## src/rtl/apu_pkg.sv

```systemverilog
// Shared APU definitions: frame-counter mode encoding, step counts and the
// default divider length used by the frame sequencer.
package apu_pkg;

    typedef enum logic {
        MODE_4STEP = 1'b0,
        MODE_5STEP = 1'b1
    } mode_e;

    localparam int unsigned STEPS_4STEP         = 4;
    localparam int unsigned STEPS_5STEP         = 5;
    localparam int unsigned STEP_CYCLES_DEFAULT = 3729;

    function automatic logic [2:0] last_step(input mode_e mode);
        return (mode == MODE_5STEP) ? 3'(STEPS_5STEP - 1) : 3'(STEPS_4STEP - 1);
    endfunction

endpackage

```

## src/rtl/frame_divider.sv

```systemverilog
// Step-length divider: counts 0..STEP_CYCLES-1, flags the terminal count and
// restarts from zero on a synchronous clear.
module frame_divider
    import apu_pkg::*;
#(
    parameter int unsigned STEP_CYCLES = STEP_CYCLES_DEFAULT
) (
    input  logic        apu_clk,
    input  logic        rst_n,
    input  logic        i_clr,
    output logic [14:0] o_count,
    output logic        o_wrap
);

    localparam logic [14:0] LAST = 15'(STEP_CYCLES - 1);

    logic [14:0] r_count;

    always_ff @(posedge apu_clk or negedge rst_n) begin
        if (!rst_n) begin
            r_count <= '0;
        end else if (i_clr || o_wrap) begin
            r_count <= '0;
        end else begin
            r_count <= r_count + 15'd1;
        end
    end

    assign o_count = r_count;
    assign o_wrap  = (r_count == LAST);

endmodule

```

## src/rtl/frame_sequencer.sv

```systemverilog
// APU frame sequencer: quarter/half-frame strobes and frame IRQ.
// Define FRAME_IRQ_EN to build the frame interrupt flag; otherwise frame_irq is 0.
module frame_sequencer
    import apu_pkg::*;
#(
    parameter int unsigned STEP_CYCLES = STEP_CYCLES_DEFAULT
) (
    input  logic       apu_clk,
    input  logic       rst_n,
    input  logic       cfg_we,
    input  logic [7:0] cfg_data,
    input  logic       irq_ack,
    output logic       qtr_clk,
    output logic       hlf_clk,
    output logic       frame_irq
);

    mode_e       r_mode;
    mode_e       w_mode_nxt;
    logic [2:0]  r_step;
    logic [2:0]  w_step_nxt;
    logic        w_qtr_nxt;
    logic        w_hlf_nxt;
    logic        w_irq_evt;
    logic        w_wrap;
    logic [14:0] w_div_count;

    frame_divider #(.STEP_CYCLES(STEP_CYCLES)) u_div (
        .apu_clk (apu_clk),
        .rst_n   (rst_n),
        .i_clr   (cfg_we),
        .o_count (w_div_count),
        .o_wrap  (w_wrap)
    );

    always_ff @(posedge apu_clk or negedge rst_n) begin
        if (!rst_n) begin
            r_mode  <= MODE_4STEP;
            r_step  <= '0;
            qtr_clk <= 1'b0;
            hlf_clk <= 1'b0;
        end else begin
            r_mode  <= w_mode_nxt;
            r_step  <= w_step_nxt;
            qtr_clk <= w_qtr_nxt;
            hlf_clk <= w_hlf_nxt;
        end
    end

    // A register write restarts the frame and swallows any coincident wrap.
    always_comb begin
        w_mode_nxt = r_mode;
        w_step_nxt = r_step;
        w_qtr_nxt  = 1'b0;
        w_hlf_nxt  = 1'b0;
        w_irq_evt  = 1'b0;
        if (cfg_we) begin
            w_mode_nxt = mode_e'(cfg_data[7]);
            w_step_nxt = '0;
            w_qtr_nxt  = cfg_data[7];
            w_hlf_nxt  = cfg_data[7];
        end else if (w_wrap) begin
            case (r_step)
                3'd0: w_qtr_nxt = 1'b1;
                3'd1: begin
                    w_qtr_nxt = 1'b1;
                    w_hlf_nxt = 1'b1;
                end
                3'd2: w_qtr_nxt = 1'b1;
                3'd3: begin
                    if (r_mode == MODE_4STEP) begin
                        w_qtr_nxt = 1'b1;
                        w_hlf_nxt = 1'b1;
                        w_irq_evt = 1'b1;
                    end
                end
                3'd4: begin
                    w_qtr_nxt = 1'b1;
                    w_hlf_nxt = 1'b1;
                end
                default: ;
            endcase
            w_step_nxt = (r_step == last_step(r_mode)) ? '0 : r_step + 3'd1;
        end
    end

`ifdef FRAME_IRQ_EN
    logic r_irq_inh;
    logic r_irq;
    logic w_unused;

    // Setting wins over any coincident clear.
    always_ff @(posedge apu_clk or negedge rst_n) begin
        if (!rst_n) begin
            r_irq_inh <= 1'b0;
            r_irq     <= 1'b0;
        end else begin
            if (cfg_we) begin
                r_irq_inh <= cfg_data[6];
            end
            if (w_irq_evt && !r_irq_inh) begin
                r_irq <= 1'b1;
            end else if (irq_ack || (cfg_we && cfg_data[6])) begin
                r_irq <= 1'b0;
            end
        end
    end

    assign frame_irq = r_irq;
    assign w_unused  = ^{w_div_count, cfg_data[5:0]};
`else
    logic w_unused;

    assign frame_irq = 1'b0;
    assign w_unused  = ^{w_div_count, cfg_data[6:0], irq_ack, w_irq_evt};
`endif

endmodule

```

## config.mk

```make
export PLATFORM = sky130hd
export DESIGN_NAME = frame_sequencer
export DESIGN_NICKNAME = d
export VERILOG_FILES = /design/src/rtl/apu_pkg.sv /design/src/rtl/frame_divider.sv /design/src/rtl/frame_sequencer.sv
export SDC_FILE = /design/constraint.sdc
export NUM_CORES = 1
export LEC_CHECK = 0
export ABC_AREA = 1
export ABC_CLOCK_PERIOD_IN_PS = 1250
export CAP_MARGIN = 5
export CORE_MARGIN = 4
export CORE_UTILIZATION = 40
export CTS_CLUSTER_SIZE = 24
export DETAILED_ROUTE_END_ITERATION = 12
export MAX_ROUTING_LAYER = met4
export PLACE_DENSITY = 0.67
export REMOVE_ABC_BUFFERS = 1
export SYNTH_ARGS = -nofsm -noshare
export SYNTH_HDL_FRONTEND = slang
export SYNTH_SLANG_ARGS = --single-unit
```

## constraint.sdc

```tcl
create_clock -name apu_clk -period 1.25 [get_ports apu_clk]
set_input_delay 0.25 -clock apu_clk [delete_from_list [all_inputs] [get_ports apu_clk]]
set_output_delay 0.25 -clock apu_clk [all_outputs]
set_load 0.03 [all_outputs]
```

==> metrics, run 1 <==
Tmin final 1.278 ns; Lkg Pwr 0.7718 nW; via/cell ratio 4.657; Antenna Cells 0; die span in y 66.18 µm; Critical Path AT 1.49 ns; Synth Instances 188; Sw Share 26.08%; drt drc 0; Worst VDD drop 729.1 µV; r2r setup slk -0.03 ns; Worst Path Required 1.46 ns; DRT iter0 DRCs 46; Placed Area 1541 µm²; Clock transition at path regs 0.12 ns; io pins 15; crit path kind reg2reg; number of global-route vias before repair 1083; port bufs 5; Final ANT Viol Nets 0; Flop pwr share 59.4%; cell area after synthesis 1354 µm²; fin nets 230; DR pass1 iterations 4; Die ar. 4379 µm²; row cnt 20; startpoint types flop; Yosys cell types 21; first-pass GRT wire length 4519 µm; xor and xnor area share after synthesis 1.941%; Slew Limit Fails 0; maxcap violations 0; Congestion Overflow GR 0; status finished with violations; syn_area_per_cell 7.201 µm²; final WL 2685 µm; initial antenna violation count 0; register area share after synthesis 38.82%; hold slack final 0.2591 ns; Design Area, Final 1704 µm²; CTS Sinks 21; htree depth 1; crit path capture type flop; post-synthesis mux area share 0%; Crit Path Max Fanout 3; Sw Pwr 0.3105 mW; RePlAce Congestion 0.8020; Layout Cells excl Fill 254; Hold Vio Cnt, Final 0; clk_skew 0.008288 ns; DR vias 1183; main combinational cell family by area after synthesis simple AND/OR/NAND/NOR gates; Compound-Gate Fraction of Synth Area 2.218%; Die W 66.18 µm; Longest Clk Path Bufs 2; violated checks negative setup slack; Root Buffer clkbuf_4; largest net degree at the start of global routing 22; Skew-Pair Late Insertion Delay 0.31 ns; TritonCTS clock tree built; Post-Synth Simple-Gate Area 41.04%; WL per Instance 10.57 µm; Core ar. 3153 µm²; Hold WC Path Type in2async; area grow syn2layout 25.88%; final setup vio count 10; Syn. warnings 0; # placed instances 248; Seq cells post-synth 21; Internal 0.8799 mW; Starting Density 42.94%; final core utilization 54.05%; Inserted Clock Buffers 3; clock share of power 28.5%; fmax 0.7826 GHz; Post-Synth Adder-Cell Area 6.470%; Power Total 1.190 mW; power density cells 698.5 nW/µm²; logic gate share of total power 12.1%; layout cells sized above 1 32.38%; HPWL after detailed placement 1917 µm; unrepaired setup endpoints after global routing true; period utilization 102.2%; final setup margin -0.02778 ns; GRT Total Usage 13.52%
registers in the layout, indices dropped and copies added (netlist names):
signal         count
r_mode             1
qtr_clk            1
r_step             3
u_div.o_count     15
hlf_clk            1
cell usage after synthesis, drive strengths merged:
library cell | instances | area [µm²]
buf | 2 | 27.53
nand3 | 20 | 105.1
conb | 1 | 3.750
nor2 | 40 | 195.2
inv | 25 | 93.84
xor2 | 2 | 17.52
ha | 7 | 87.58
nand2 | 58 | 230.2
a21oi | 1 | 5.000
xnor2 | 1 | 8.760
o21ai | 5 | 25.02
nand4 | 4 | 25.02
clkinv | 1 | 3.750
dfrtp | 21 | 525.5
cell usage in the layout (no fill, tap or decap), drive strengths merged:
| cell | instances |
|---|---|
| nand4 | 4 |
| nand2 | 58 |
| clkdlybuf4s15 | 2 |
| ha | 7 |
| o21ai | 5 |
| conb | 1 |
| inv | 25 |
| nor2 | 40 |
| a21oi | 1 |
| clkbuf | 4 |
| xor2 | 2 |
| clkdlybuf4s50 | 3 |
| buf | 15 |
| clkinv | 1 |
| dfrtp | 21 |
| xnor2 | 1 |
| nand3 | 20 |
stage by stage:
step	setup slack [ns]	setup TNS (ns)
6_report	-0.02778	-0.1067
5_1_grt	-0.1176	-1.734
4_1_cts	-0.04435	-0.4476
3_5_place_dp	-0.09663	-1.400
3_3_place_gp	-0.07855	-1.111
2_1_floorplan	0.009092	0
path summary, 6_finish.rpt:
path | startpoint | endpoint | depth (start not counted)
setup / recovery | u_div.o_count[0]$_DFF_PN0_ | r_step[0]$_DFFE_PN0N_ | 8
hold / removal | rst_n | u_div.o_count[8]$_DFF_PN0_ | 2
setup reg to reg | u_div.o_count[0]$_DFF_PN0_ | r_step[0]$_DFFE_PN0N_ | 8
hold reg to reg | r_step[1]$_DFFE_PN0N_ | r_step[1]$_DFFE_PN0N_ | 2
max in group asynchronous | rst_n | r_step[1]$_DFFE_PN0N_ | 2
min in group apu_clk | cfg_data[7] | qtr_clk$_DFF_PN0_ | 3
routing by layer:
| metal | GRT usage, % | vias to the layer above | share of wire, % |
|---|---|---|---|
| met2 | 22.30 | 8 | 50 |
| met4 | 3.299 | 0 | 0.48 |
| met3 | 3.571 | 2 | 2.5 |
| met1 | 16.46 | 550 | 47 |
| met5 | - | - | 0 |
| li1 | - | 623 | - |
cell families after synthesis:
| kind of cell | after synthesis |
|---|---|
| AOI/OAI and AO/OA | 6 |
| xor gates and xnor gates | 3 |
| adders and majority gates | 7 |
| buffers and inverters | 28 |
| DFF | 21 |
| other | 1 |
| and+or+nand+nor | 122 |
final cells by class:
type | instances | area, µm²
fillers | 310 | 1449
multi-input cells | 139 | 815.8
flip-flops and latches | 21 | 528.0
repair buffers | 20 | 181.4
inverters | 26 | 97.59
well taps | 44 | 55.05
clock buffers | 4 | 26.28
power groups by stage:
stage	combinational (mW)	sequential (mW)	clock (mW)
detailed placement	0.120	0.717	0
floorplan	0.0566	0.722	0
global route	0.161	0.710	0.379
CTS	0.122	0.704	0.345
finish	0.145	0.707	0.339
global placement	0.119	0.716	0
repair_timing:
action | CTS | global route
pin swaps | 13 | 12
gates resized for setup | 14 | 23
setup buffers | 0 | 2
endpoints found under the setup margin | 22 | 20
gates cloned | 0 | 0
hold buffers | 0 | 0
critical path, cell delays in order, from the launching register on:
cell,delay (ns)
dfrtp_1,0.43
inv_2,0.09
ha_4,0.14
nand3_2,0.06
nor2_2,0.11
nand2_2,0.11
buf_6,0.14
nand3_2,0.04
nand2_1,0.06
No activity file was read; power rests on OpenSTA's default activity.
==> run 2: changes to the inputs <==
--- a/config.mk
+++ b/config.mk
@@ -7,7 +7,7 @@
 export LEC_CHECK = 0
 export ABC_AREA = 1
 export ABC_CLOCK_PERIOD_IN_PS = 1250
-export CAP_MARGIN = 5
+export CAP_MARGIN = 10
 export CORE_MARGIN = 4
 export CORE_UTILIZATION = 40
 export CTS_CLUSTER_SIZE = 24
==> results of run 2 <==
The final DEF is identical to that of run 1; final timing and power are the same.
==> run 3: changes to the inputs <==
--- a/config.mk
+++ b/config.mk
@@ -15,6 +15,7 @@
 export MAX_ROUTING_LAYER = met4
 export PLACE_DENSITY = 0.67
 export REMOVE_ABC_BUFFERS = 1
+export SLEW_MARGIN = 5
 export SYNTH_ARGS = -nofsm -noshare
 export SYNTH_HDL_FRONTEND = slang
 export SYNTH_SLANG_ARGS = --single-unit
==> results of run 3 <==
The final DEF is identical to that of run 1; final timing and power are the same.
